<file path="config.mk">
export PLATFORM = sky130hd
export DESIGN_NAME = i2c_master_wr
export DESIGN_NICKNAME = d
export VERILOG_FILES = /design/src/rtl/i2c_pkg.sv /design/src/rtl/i2c_qtick_gen.sv /design/src/rtl/i2c_master_wr.sv
export SDC_FILE = /design/constraint.sdc
export NUM_CORES = 1
export LEC_CHECK = 0
export BUFFER_PORTS_ARGS = -buffer_cell sky130_fd_sc_hd__buf_4
export CAP_MARGIN = 20
export CORE_ASPECT_RATIO = 0.9
export CORE_UTILIZATION = 55
export DETAILED_ROUTE_END_ITERATION = 6
export GPL_ROUTABILITY_DRIVEN = 1
export GPL_TIMING_DRIVEN = 0
export PLACE_DENSITY = 0.77
export SYNTH_ARGS = -nofsm -noshare
export SYNTH_HDL_FRONTEND = slang
export SYNTH_SLANG_ARGS = --single-unit
</file>
<file path="constraint.sdc">
create_clock -name clk -period 3 [get_ports clk]
set_clock_uncertainty 0.05 [all_clocks]
set_input_delay 0.45 -clock clk [delete_from_list [all_inputs] [get_ports clk]]
set_output_delay 0.45 -clock clk [all_outputs]
set_load 0.005 [all_outputs]
</file>
<file path="src/rtl/i2c_pkg.sv">
// rtl/i2c_pkg.sv - shared state encodings and constants for the I2C write master
package i2c_pkg;

  typedef enum logic [2:0] {
    ST_IDLE     = 3'd0,
    ST_START    = 3'd1,
    ST_ADDR     = 3'd2,
    ST_ADDR_ACK = 3'd3,
    ST_LOAD     = 3'd4,
    ST_DATA     = 3'd5,
    ST_DATA_ACK = 3'd6,
    ST_STOP     = 3'd7
  } i2c_state_e;

  // R/W bit appended to the 7-bit address; this master only writes
  localparam logic I2C_WR = 1'b0;

endpackage

</file>
<file path="src/rtl/i2c_qtick_gen.sv">
// rtl/i2c_qtick_gen.sv - SCL quarter-period divider and quarter index counter
module i2c_qtick_gen #(
  parameter int CLK_DIV = 4
) (
  input  logic       clk,
  input  logic       rst_n,
  input  logic       en,
  input  logic       clr,
  output logic       qtick,
  output logic [1:0] q
);

  localparam int DW = (CLK_DIV > 1) ? $clog2(CLK_DIV) : 1;

  logic [DW-1:0] div;

  // qtick marks the last clk of a quarter; it cannot fire while frozen
  assign qtick = en && (div == DW'(CLK_DIV - 1));

  // divider counts clk within a quarter, q counts quarters within a bit
  always_ff @(posedge clk or negedge rst_n) begin
    if (!rst_n) begin
      div <= '0;
      q   <= 2'd0;
    end else if (clr) begin
      div <= '0;
      q   <= 2'd0;
    end else if (qtick) begin
      div <= '0;
      q   <= q + 2'd1;
    end else if (en) begin
      div <= div + DW'(1);
    end
  end

endmodule

</file>
<file path="src/rtl/i2c_master_wr.sv">
// rtl/i2c_master_wr.sv - I2C write-only master with streamed payload bytes
module i2c_master_wr import i2c_pkg::*; #(
  parameter int CLK_DIV = 4,
  parameter int CNT_W   = 8
) (
  input  logic             clk,
  input  logic             rst_n,
  input  logic             start,
  input  logic [6:0]       slave_addr,
  input  logic [7:0]       tx_data,
  input  logic             tx_valid,
  input  logic             tx_last,
  output logic             tx_ready,
  input  logic             sda_i,
  output logic             scl_oe,
  output logic             sda_oe,
  output logic             busy,
  output logic             done,
  output logic             nack_err,
  output logic [CNT_W-1:0] bytes_sent
);

  i2c_state_e state, state_nxt;

  logic       qtick;
  logic [1:0] q;
  logic       bit_end;
  logic       ack_samp;
  logic       start_ok;
  logic       div_en;
  logic       div_clr;
  logic [7:0] shreg;
  logic [2:0] bitcnt;
  logic       last_flag;
  logic       ack_bit;
  logic       scl_nxt;
  logic       sda_nxt;

  assign bit_end  = qtick && (q == 2'd3);
  assign ack_samp = qtick && (q == 2'd2);
  // a start coinciding with done is dropped so the bus sees a clean idle cycle
  assign start_ok = start && !done;
  assign busy     = (state != ST_IDLE);
  assign tx_ready = (state == ST_LOAD) && tx_valid;

  // LOAD without data freezes the divider, stretching the SCL low phase;
  // the handshake cycle itself counts as the first clk of the next bit
  assign div_clr = (state == ST_IDLE);
  assign div_en  = !((state == ST_LOAD) && !tx_valid);

  i2c_qtick_gen #(.CLK_DIV(CLK_DIV)) u_qtick (
    .clk   (clk),
    .rst_n (rst_n),
    .en    (div_en),
    .clr   (div_clr),
    .qtick (qtick),
    .q     (q)
  );

  // state register
  always_ff @(posedge clk or negedge rst_n) begin
    if (!rst_n) state <= ST_IDLE;
    else        state <= state_nxt;
  end

  // next-state decode; bit-level transitions happen at the end of quarter 3
  always_comb begin
    state_nxt = state;
    case (state)
      ST_IDLE:     if (start_ok) state_nxt = ST_START;
      ST_START:    if (bit_end) state_nxt = ST_ADDR;
      ST_ADDR:     if (bit_end && bitcnt == 3'd7) state_nxt = ST_ADDR_ACK;
      ST_ADDR_ACK: if (bit_end) state_nxt = ack_bit ? ST_STOP : ST_LOAD;
      ST_LOAD:     if (tx_valid) state_nxt = ST_DATA;
      ST_DATA:     if (bit_end && bitcnt == 3'd7) state_nxt = ST_DATA_ACK;
      ST_DATA_ACK: if (bit_end) state_nxt = (ack_bit || last_flag) ? ST_STOP : ST_LOAD;
      ST_STOP:     if (bit_end) state_nxt = ST_IDLE;
      default:     state_nxt = ST_IDLE;
    endcase
  end

  // shifter, bit counter, ACK capture, status flags and byte counter
  always_ff @(posedge clk or negedge rst_n) begin
    if (!rst_n) begin
      shreg      <= 8'd0;
      bitcnt     <= 3'd0;
      last_flag  <= 1'b0;
      ack_bit    <= 1'b0;
      nack_err   <= 1'b0;
      bytes_sent <= '0;
      done       <= 1'b0;
    end else begin
      done <= 1'b0;
      case (state)
        ST_IDLE: begin
          if (start_ok) begin
            shreg      <= {slave_addr, I2C_WR};
            bitcnt     <= 3'd0;
            nack_err   <= 1'b0;
            bytes_sent <= '0;
          end
        end
        ST_ADDR, ST_DATA: begin
          if (bit_end) begin
            shreg  <= {shreg[6:0], 1'b0};
            bitcnt <= bitcnt + 3'd1;
          end
        end
        ST_ADDR_ACK: begin
          if (ack_samp) ack_bit <= sda_i;
          if (bit_end && ack_bit) nack_err <= 1'b1;
        end
        ST_LOAD: begin
          if (tx_valid) begin
            shreg     <= tx_data;
            last_flag <= tx_last;
          end
        end
        ST_DATA_ACK: begin
          if (ack_samp) ack_bit <= sda_i;
          if (bit_end) begin
            if (ack_bit) nack_err <= 1'b1;
            else if (bytes_sent != {CNT_W{1'b1}}) bytes_sent <= bytes_sent + CNT_W'(1);
          end
        end
        ST_STOP: begin
          if (bit_end) done <= 1'b1;
        end
        default: ;
      endcase
    end
  end

  // pad drive for the current state/quarter; within a bit SDA moves only once
  // the registered SCL is already low, so data never changes with SCL released
  always_comb begin
    scl_nxt = 1'b0;
    sda_nxt = sda_oe;
    case (state)
      ST_IDLE: begin
        scl_nxt = 1'b0;
        sda_nxt = 1'b0;
      end
      ST_START: begin
        scl_nxt = 1'b0;
        sda_nxt = q[1];
      end
      ST_ADDR, ST_DATA: begin
        scl_nxt = ~q[1];
        if (q == 2'd0 && scl_oe) sda_nxt = ~shreg[7];
      end
      ST_ADDR_ACK, ST_DATA_ACK: begin
        scl_nxt = ~q[1];
        if (q == 2'd0 && scl_oe) sda_nxt = 1'b0;
      end
      ST_LOAD: begin
        scl_nxt = 1'b1;
      end
      ST_STOP: begin
        case (q)
          2'd0: begin
            scl_nxt = 1'b1;
            if (scl_oe) sda_nxt = 1'b1;
          end
          2'd1: begin
            scl_nxt = 1'b0;
            sda_nxt = 1'b1;
          end
          default: begin
            scl_nxt = 1'b0;
            sda_nxt = 1'b0;
          end
        endcase
      end
      default: ;
    endcase
  end

  // registered open-drain enables
  always_ff @(posedge clk or negedge rst_n) begin
    if (!rst_n) begin
      scl_oe <= 1'b0;
      sda_oe <= 1'b0;
    end else begin
      scl_oe <= scl_nxt;
      sda_oe <= sda_nxt;
    end
  end

endmodule

</file>
==> out/results.ini <==
[floorplanning]
coreArea_mm2=0.00348
die_h_um=60.2
die_w_um=66.7
die_area_mm2=0.00402
rows=20
start_util_pct=59.6
ioPinCount=35

[worst_setup_path]
crit_buf_inv=3
critPathLaunchType=register
cp_top_family=simple AND/OR/NAND/NOR gates
path_class=register to output port
cp_slowest_cell=dfrtp_1
cp_cell_sequence=or2_2 -> clkbuf_1 -> nor2_1 -> inv_1 -> buf_4
required_ns=2.50
cp_max_fo=10
slowest_delay_ns=0.45
arrival_ns=1.88
end_kind=output port

[logic_synthesis]
yosys.area.top_type=dfrtp_1
yosys_most_used_dff=dfrtp_1
yosys.area.top_type_share_pct=38.6
synth_edf_count=0
yosysWarnings=0
synth_area_mm2=0.00207
yosys.cell_types.count=45
syn_avg_cell_area_um2=9.29
async_flop_share_pct=100
syn_inst=223
synth_common_cells=dfrtp_1 (32), nand2_1 (22), o21ai_0 (16)
synth.most_common_cell=dfrtp_1
synth.area.top_cells=dfrtp_1 (39%), mux2_2 (6.0%), o221ai_1 (5.9%)
synth-seq-cells=32
ys_seq_area_share_pct=38.6
synth_fp_nets=252

[cts]
cts_hold_buf=0
cts_resized=0
cts_buffer_depth=2
numCtsBuffers=5
cts_tree=built
clock-root-buffer=clkbuf_8
cts_setup_buffers=0
clkSlewWorstSetupHoldPaths_ns=0.07
clkSinkCount=32
clk_latency_ns=0.29
h-tree-depth=2

[power]
ir_drop_v=0.000491
cellPowerDensity_mw_per_mm2=858
power.leakage_nw=1.12

[detailed_routing]
drt_iter0_drc=187
finalWirelength_um=5020
drc_errors=0
ant_nets=0
drt_pass1_iterations=5
wl_per_cell_um=16.2
viasPerCell=6.31
via_count=1949

[run]
maxCapViolCount=0

[sta]
report.final.setup_viol=0
tightest_slew_ns=0.644
max-slew-margin-rel_pct=57.0
final_hold_viol_count=0
rsz0062_at_grt=no
whs_ns=0.0432
period_share_pct=79.4
slew_violations=0
period_needed_ns=2.38
fin_tns_setup_ns=0
max_freq_mhz=420

[hold_path]
hold_path.class=primary input to async pin

[grt]
grt_pass1_vias=1714
grt_pass1_wl_um=8050
grt.total_usage_pct=27.2
overflow=0
antenna_found_initial=0
grt_max_degree=33

[status]
outcome=finished clean

[cells_and_area]
syn2layout_area_growth_pct=20.2
n_antenna_cell=0
fin_util_pct=71.6
fin_nets=293
drive_above_1_share_pct=24.5
instances_no_fill=309

[place]
place_congestion=0.841
hpwl_um=3530
dp_cells=301
io_buffers=34

-- sequential cells by signal (all words and copies together) (netlist names) --
register,cells
sda_oe,1
ack_bit,1
bitcnt,3
done,1
u_qtick.q,2
state,3
last_flag,1
nack_err,1
bytes_sent,8
u_qtick.div,2
scl_oe,1
shreg,8
-- layer usage --
layer / share of wire [%] / global-route usage, %
met5: 0 / 0
met4: 0.96 / 8.81
met3: 7.0 / 6.11
met2: 46 / 41.6
met1: 46 / 38.0
-- stage by stage --
stage	worst slack [ns]	total power [W]	cell area, µm²
detailed placement	0.908	0.00171	2380
global placement	0.898	0.00169	2380
floorplan	1.18	0.00143	2070
finish	0.618	0.00214	2490
global route	0.507	0.00228	2490
CTS	0.598	0.00213	2490
-- final cells by class --
class / count / area (µm²)
Tap cell: 44 / 55.1
Clock buffer: 6 / 72.6
Clock inverter: 2 / 35.0
Fill cell: 290 / 988
Inverter: 8 / 30.0
Sequential cell: 32 / 801
Multi-Input combinational cell: 168 / 1170
Timing Repair Buffer: 34 / 255
Buffer: 15 / 75.1
-- where the power goes --
group          switching [W]  internal (W)
Clock               0.000161      0.000246
Combinational       0.000587      0.000447
Sequential          0.000114      0.000579
-- final timing paths --
check / start / to / slack (ns) / depth (start not counted)
setup / recovery: state[1] / busy / 0.62 / 5
hold / removal: rst_n / bytes_sent[2] / 0.04 / 1
setup reg to reg: u_qtick.div[0] / bytes_sent[3] / 0.88 / 6
hold reg to reg: bitcnt[0] / bitcnt[0] / 0.44 / 1
max in group asynchronous: rst_n / shreg[6] / 2.56 / 1
min in group clk: sda_i / ack_bit / 0.34 / 2
-- layout by cell type (no fill, tap or decap), types with 5 or more instances in the layout --
cell	Yosys	final
nand2_1	22	22
o21ai_0	16	16
and3_1	5	5
o221ai_1	14	14
nor3_1	5	5
mux2_2	11	11
a21oi_1	14	14
ha_1	8	8
dfrtp_1	32	32
a22oi_1	7	7
or3_1	6	6
nand3_1	7	7
clkbuf_1	9	10
inv_1	7	7
clkbuf_8	0	5
buf_4	2	36
nor2_1	11	11
-- worst register-to-register path, cell delays in order, from the launching register on --
cell and delay, ns:
dfrtp_1 0.36, ha_1 0.15, clkbuf_1 0.28, nand3_2 0.20, a2111oi_2 0.67, and3_1 0.26, a211o_1 0.09
-- cells by family (layout without fill, tap and decap cells) --
family,after synthesis,count (layout),share of synthesized area [%]
multiplexers,15,15,8.15
buffers and inverters,23,65,5.07
adder cells (fa/ha/maj),8,8,4.83
XOR/XNOR,3,3,1.27
flip-flops,32,32,38.6
AO/OA/AOI/OAI,77,77,26.5
AND/OR/NAND/NOR,65,65,15.5
Power figures use the tool's default switching activity.
